--- config.mk ---
export PLATFORM = sky130hd
export DESIGN_NAME = fifo_rd_packer
export DESIGN_NICKNAME = d
export VERILOG_FILES = /design/src/rtl/fifo_rd_packer_pkg.sv /design/src/rtl/fifo_rd_packer.sv
export SDC_FILE = /design/constraint.sdc
export NUM_CORES = 1
export LEC_CHECK = 0
export CORE_UTILIZATION = 54
export CTS_BUF_LIST = sky130_fd_sc_hd__clkbuf_8
export CTS_CLUSTER_SIZE = 28
export DETAILED_ROUTE_END_ITERATION = 10
export PLACE_DENSITY_LB_ADDON = 0.1
export SYNTH_ARGS = -nofsm -noshare
export SYNTH_HDL_FRONTEND = slang
export SYNTH_SLANG_ARGS = --single-unit
--- constraint.sdc ---
create_clock -name clk -period 4.5 [get_ports clk]
set_clock_uncertainty 0.1 [all_clocks]
set_input_delay 0.675 -clock clk [delete_from_list [all_inputs] [get_ports clk]]
set_output_delay 0.675 -clock clk [all_outputs]
set_load 0.005 [all_outputs]
--- src/rtl/fifo_rd_packer_pkg.sv ---
// Shared FIFO read-path definitions: packer FSM encoding and default lane geometry.
package fifo_rd_packer_pkg;
  localparam int DEF_DATA_WIDTH = 8;
  localparam int DEF_LANES      = 4;

  typedef enum logic [1:0] {
    S_IDLE = 2'd0,
    S_REQ  = 2'd1,
    S_CAP  = 2'd2,
    S_OUT  = 2'd3
  } state_t;
endpackage

--- src/rtl/fifo_rd_packer.sv ---
// Drains a FIFO byte-by-byte (2 cycles/byte) into LANES-wide little-endian words; flush emits partials.
// Output holds in S_OUT until m_valid&m_ready; no FIFO reads while a word is waiting.
module fifo_rd_packer
  import fifo_rd_packer_pkg::*;
#(
  parameter int DATA_WIDTH = DEF_DATA_WIDTH,
  parameter int LANES      = DEF_LANES,
  parameter int CNT_WIDTH  = 16
) (
  input  logic                          clk,
  input  logic                          reset,
  input  logic                          fifo_empty,
  input  logic [DATA_WIDTH-1:0]         fifo_data_out,
  output logic                          fifo_rd_cs,
  output logic                          fifo_rd_en,
  input  logic                          flush,
  output logic [DATA_WIDTH*LANES-1:0]   m_data,
  output logic [$clog2(LANES):0]        m_bytes,
  output logic                          m_valid,
  input  logic                          m_ready,
  output logic [CNT_WIDTH-1:0]          word_cnt
);
  localparam int              IW       = $clog2(LANES) + 1;
  localparam logic [IW-1:0]   FULL_IDX = IW'(LANES);

  state_t                             state_q, state_d;
  logic [IW-1:0]                      idx_q, idx_d;
  logic [LANES-1:0][DATA_WIDTH-1:0]   lanes_q, lanes_d;
  logic                               flush_pend_q, flush_pend_d;
  logic [CNT_WIDTH-1:0]               word_cnt_q, word_cnt_d;
  logic                               rd_q, rd_d;
  logic                               m_valid_q, m_valid_d;

  always_comb begin
    state_d      = state_q;
    idx_d        = idx_q;
    lanes_d      = lanes_q;
    flush_pend_d = flush_pend_q;
    word_cnt_d   = word_cnt_q;

    // A flush only matters if there is, or is about to be, something to emit.
    if (flush && ((idx_q != '0) || (state_q == S_REQ) || (state_q == S_CAP)))
      flush_pend_d = 1'b1;

    unique case (state_q)
      S_IDLE: begin
        if (!fifo_empty)
          state_d = S_REQ;
        else if (flush_pend_q && (idx_q != '0))
          state_d = S_OUT;
      end
      S_REQ: state_d = S_CAP;
      S_CAP: begin
        for (int i = 0; i < LANES; i++)
          if (idx_q == IW'(i)) lanes_d[i] = fifo_data_out;
        idx_d = idx_q + IW'(1);
        if (idx_d == FULL_IDX)
          state_d = S_OUT;
        else if (!fifo_empty)
          state_d = S_REQ;
        else
          state_d = S_IDLE;
      end
      S_OUT: begin
        if (m_ready) begin
          lanes_d      = '0;
          idx_d        = '0;
          flush_pend_d = 1'b0;
          word_cnt_d   = (&word_cnt_q) ? word_cnt_q : word_cnt_q + CNT_WIDTH'(1);
          state_d      = S_IDLE;
        end
      end
      default: state_d = S_IDLE;
    endcase

    // Strobes are registered copies of the next state so they never see m_ready combinationally.
    rd_d      = (state_d == S_REQ);
    m_valid_d = (state_d == S_OUT);
  end

  always_ff @(posedge clk or posedge reset) begin
    if (reset) begin
      state_q      <= S_IDLE;
      idx_q        <= '0;
      lanes_q      <= '0;
      flush_pend_q <= 1'b0;
      word_cnt_q   <= '0;
      rd_q         <= 1'b0;
      m_valid_q    <= 1'b0;
    end else begin
      state_q      <= state_d;
      idx_q        <= idx_d;
      lanes_q      <= lanes_d;
      flush_pend_q <= flush_pend_d;
      word_cnt_q   <= word_cnt_d;
      rd_q         <= rd_d;
      m_valid_q    <= m_valid_d;
    end
  end

  assign fifo_rd_cs = rd_q;
  assign fifo_rd_en = rd_q;
  assign m_valid    = m_valid_q;
  assign m_data     = lanes_q;
  assign m_bytes    = idx_q;
  assign word_cnt   = word_cnt_q;
endmodule
==> key figures <==
Clocking
  • Clk_lat worst skew: 0.31 ns
  • CTS sink count: 56
  • Cts repair resizes: 0
  • TritonCTS Buffers: 5
  • CTS root buffer: clkbuf_8
  • CTS hold repair buffers: 0
  • Clk slew on worst S/H paths: around 0.10 ns
  • Setup Fix Bufs, Post-CTS: 0
  • CTS tree: done
  • Clk buf depth: 2
  • H-Tree Depth: 2

Final layout
  • Layout cells sized above 1: 0.0493
  • Ant. Diodes: 0
  • Reg area: 1400 µm²
  • Area occupied by multi-input gates: just over 1000 µm²
  • Syn-to-layout area delta: 33.1%
  • Final core occ: 0.751
  • # nets final: 324
  • Layout fillers: roughly 320
  • Post-route cell area: between 3000 and 4000 µm²

Timing
  • Fin crit share: 0.534
  • Final setup TNS: 0 ns
  • RSZ-0062 raised after global routing: false
  • Fmax: approximately 420 MHz
  • Final WS setup: between 2 and 2.5 ns
  • Slew headroom: 0.351
  • Worst-margin pin slew: ~0.97 ns
  • Endpoints failing setup: 0
  • Fin. max-slew vios: 0
  • Final Hold Fails: 0
  • Min cycle time layout: 2.40 ns

Setup path
  • Worst r2r src: m_bytes[0]
  • Critical Path End: m_data[25]
  • CP Capture Type: flop
  • Startpoint types: primary input
  • Cell count of the worst reg-to-reg path: 5
  • FF-to-FF setup slack: 2.25 ns
  • Crit Path Max Fanout: 16
  • CP Launch Point: m_ready
  • WP data required: around 4.6 ns
  • Crit path kind: primary input to flop
  • Reg2reg end: m_data[25]
  • Arrival time at the worst endpoint: 2.46 ns

Status
  • Outcome: finished, final reports clean

Synth
  • Syn_area_per_cell: a little over 10 µm²
  • Post-synth top flop: dfrtp_1
  • Cell count after synthesis: 238
  • Async SR Flop Fraction: 1.00
  • Yosys cell types: 40
  • Sequential cell area fraction in the yosys report: 0.567
  • Syn nets: about 260
  • Post-synth EDFFs: 0
  • Syn. warnings: 0
  • Flops & latches, synth: 56
  • Post-Syn Area: around 2500 µm²

Drt
  • DRC Markers: 0
  • Vias per cell: 5.54
  • Antenna Nets Post-Route: 0
  • DR pass1 iterations: 4
  • Wire per inst: roughly 15 µm
  • Final wirelength: 5.30 mm
  • DRT iter0 DRCs: roughly 150
  • Routed vias: about 2000

Placed design
  • Port Buf Inserts: 66
  • DP Wirelength: about 4 mm
  • RD Place Congestion: ~0.78
  • Placed Area: about 3200 µm²
  • Place WS: roughly 1.7 ns

Floorplan
  • Core area: approximately 4400 µm²
  • Initial Util: 0.564
  • Row Count: 24
  • Die ar.: approximately 5000 µm²
  • Chip Height: approximately 70 µm
  • Die width: ~70 µm
  • I/O pin cnt: 67

Pwr
  • Pleak: between 1 and 1.5 nW
  • PwrDens: approximately 590 nW/µm²
  • Max VDD drop: between 0.0003 and 0.0004 V

Min path
  • Hold Path Class: flop to flop

Global route
  • First-pass GRT wire length: 8.88 mm
  • GRT Max-Usage Layer: met2
  • Met2 usage: 0.384
  • M1 GR Usage: 0.303
  • Initial antenna violation count: 0
  • GR Util met3: 0.0654
  • Vias in the first global route: 1799
  • GRT overflow: 0
  • Largest net degree at the start of global routing: 32
  • Overall Global Routing Usage: 0.234

Job
  • Max cap viols: 0
[flip-flops by register name, indices dropped and copies added, names as in the netlist]
register / flops
fifo_rd_cs: 1
flush_pend_q: 1
m_bytes: 3
m_data: 32
m_valid: 1
state_q: 2
word_cnt: 16
[per-layer routing]
metal,vias up,wire (µm)
li1,951,-
met1,953,2360
met2,64,2560
met3,6,310
met4,0,65
met5,-,0
[worst max-delay path: stages]
cell and delay (ns):
clkdlybuf4s50_1 0.53, and2_1 0.26, o21ai_1 0.75, o21ai_0 0.24
[how the worst min path moves through the flow]
stage,to,startpoint,cells past startpoint,slack (ns)
6_report,m_data[3],m_data[3],2,0.39
3_3_place_gp,m_data[16],m_data[16],2,0.36
5_1_grt,word_cnt[7],word_cnt[7],1,0.41
2_1_floorplan,m_data[0],m_data[0],2,0.37
3_5_place_dp,m_data[17],m_data[17],2,0.37
4_1_cts,m_data[17],m_data[17],2,0.39
[synthesized netlist by cell type (2+ instances only)]
library cell  count  share of area
dfrtp_1          56           0.57
nand2_1          54          0.082
o21ai_0          37          0.075
xor2_1           11          0.039
ha_1              7          0.035
nor3_1            7          0.014
nand3_1           6          0.012
inv_1             5         0.0076
clkbuf_1          4         0.0061
nand4_1           4          0.010
nor2_1            4         0.0061
nor3b_1           4          0.012
o21ai_1           4         0.0081
a31oi_1           2         0.0051
and2_1            2         0.0051
and4_1            2         0.0071
buf_2             2         0.0040
nor4_1            2         0.0051
nor4_4            2          0.017
or2_1             2         0.0051
xnor2_1           2         0.0071
[per-stage QoR]
step                      power [mW]  std cells  hold WS, ns
final                           1.94        356        0.391
after global routing            2.08        356        0.414
after CTS                       1.95        356        0.392
after detailed placement        1.57        349        0.371
after global placement          1.54        349        0.360
after floorplan                 1.15        238        0.373
[cell families (layout without fill, tap and decap cells)]
logic type	Yosys count	in the layout	synth area share
buffers and inverters	13	79	0.0253
multiplexers	2	2	0.00910
AO/OA/AOI/OAI	51	51	0.113
adder cells (fa/ha/maj)	7	7	0.0354
AND/OR/NAND/NOR	96	96	0.204
XOR/XNOR	13	13	0.0460
flip-flops	56	56	0.567
[final cells by class]
class / instances / share of cell area
Sequential cell: 56 / 0.426
Inverter: 5 / 0.00570
Multi-Input combinational cell: 169 / 0.307
Tap cell: 52 / 0.0198
Clock inverter: 2 / 0.0182
Clock buffer: 5 / 0.0209
Timing Repair Buffer: 67 / 0.203
[power by group]
part | switching (mW) | internal, mW | total (mW)
sequential | 0.158 | 0.677 | 0.835
combinational | 0.320 | 0.401 | 0.721
clock | 0.162 | 0.219 | 0.381
[cell usage in the layout, fill, tap and decap left out, drive strengths merged, types with 2 or more instances in the layout]
master,instances
bufinv,2
o21ai,41
nand3,7
xnor2,2
nor3b,4
or2,2
dfrtp,56
clkbuf,5
ha,7
xor2,11
nand2,54
nand4,5
nor3,7
clkdlybuf4s50,66
mux2,2
nor2,4
and2,2
a31oi,2
and4,2
inv,5
nor4,5
Power figures use the tool's default switching activity.
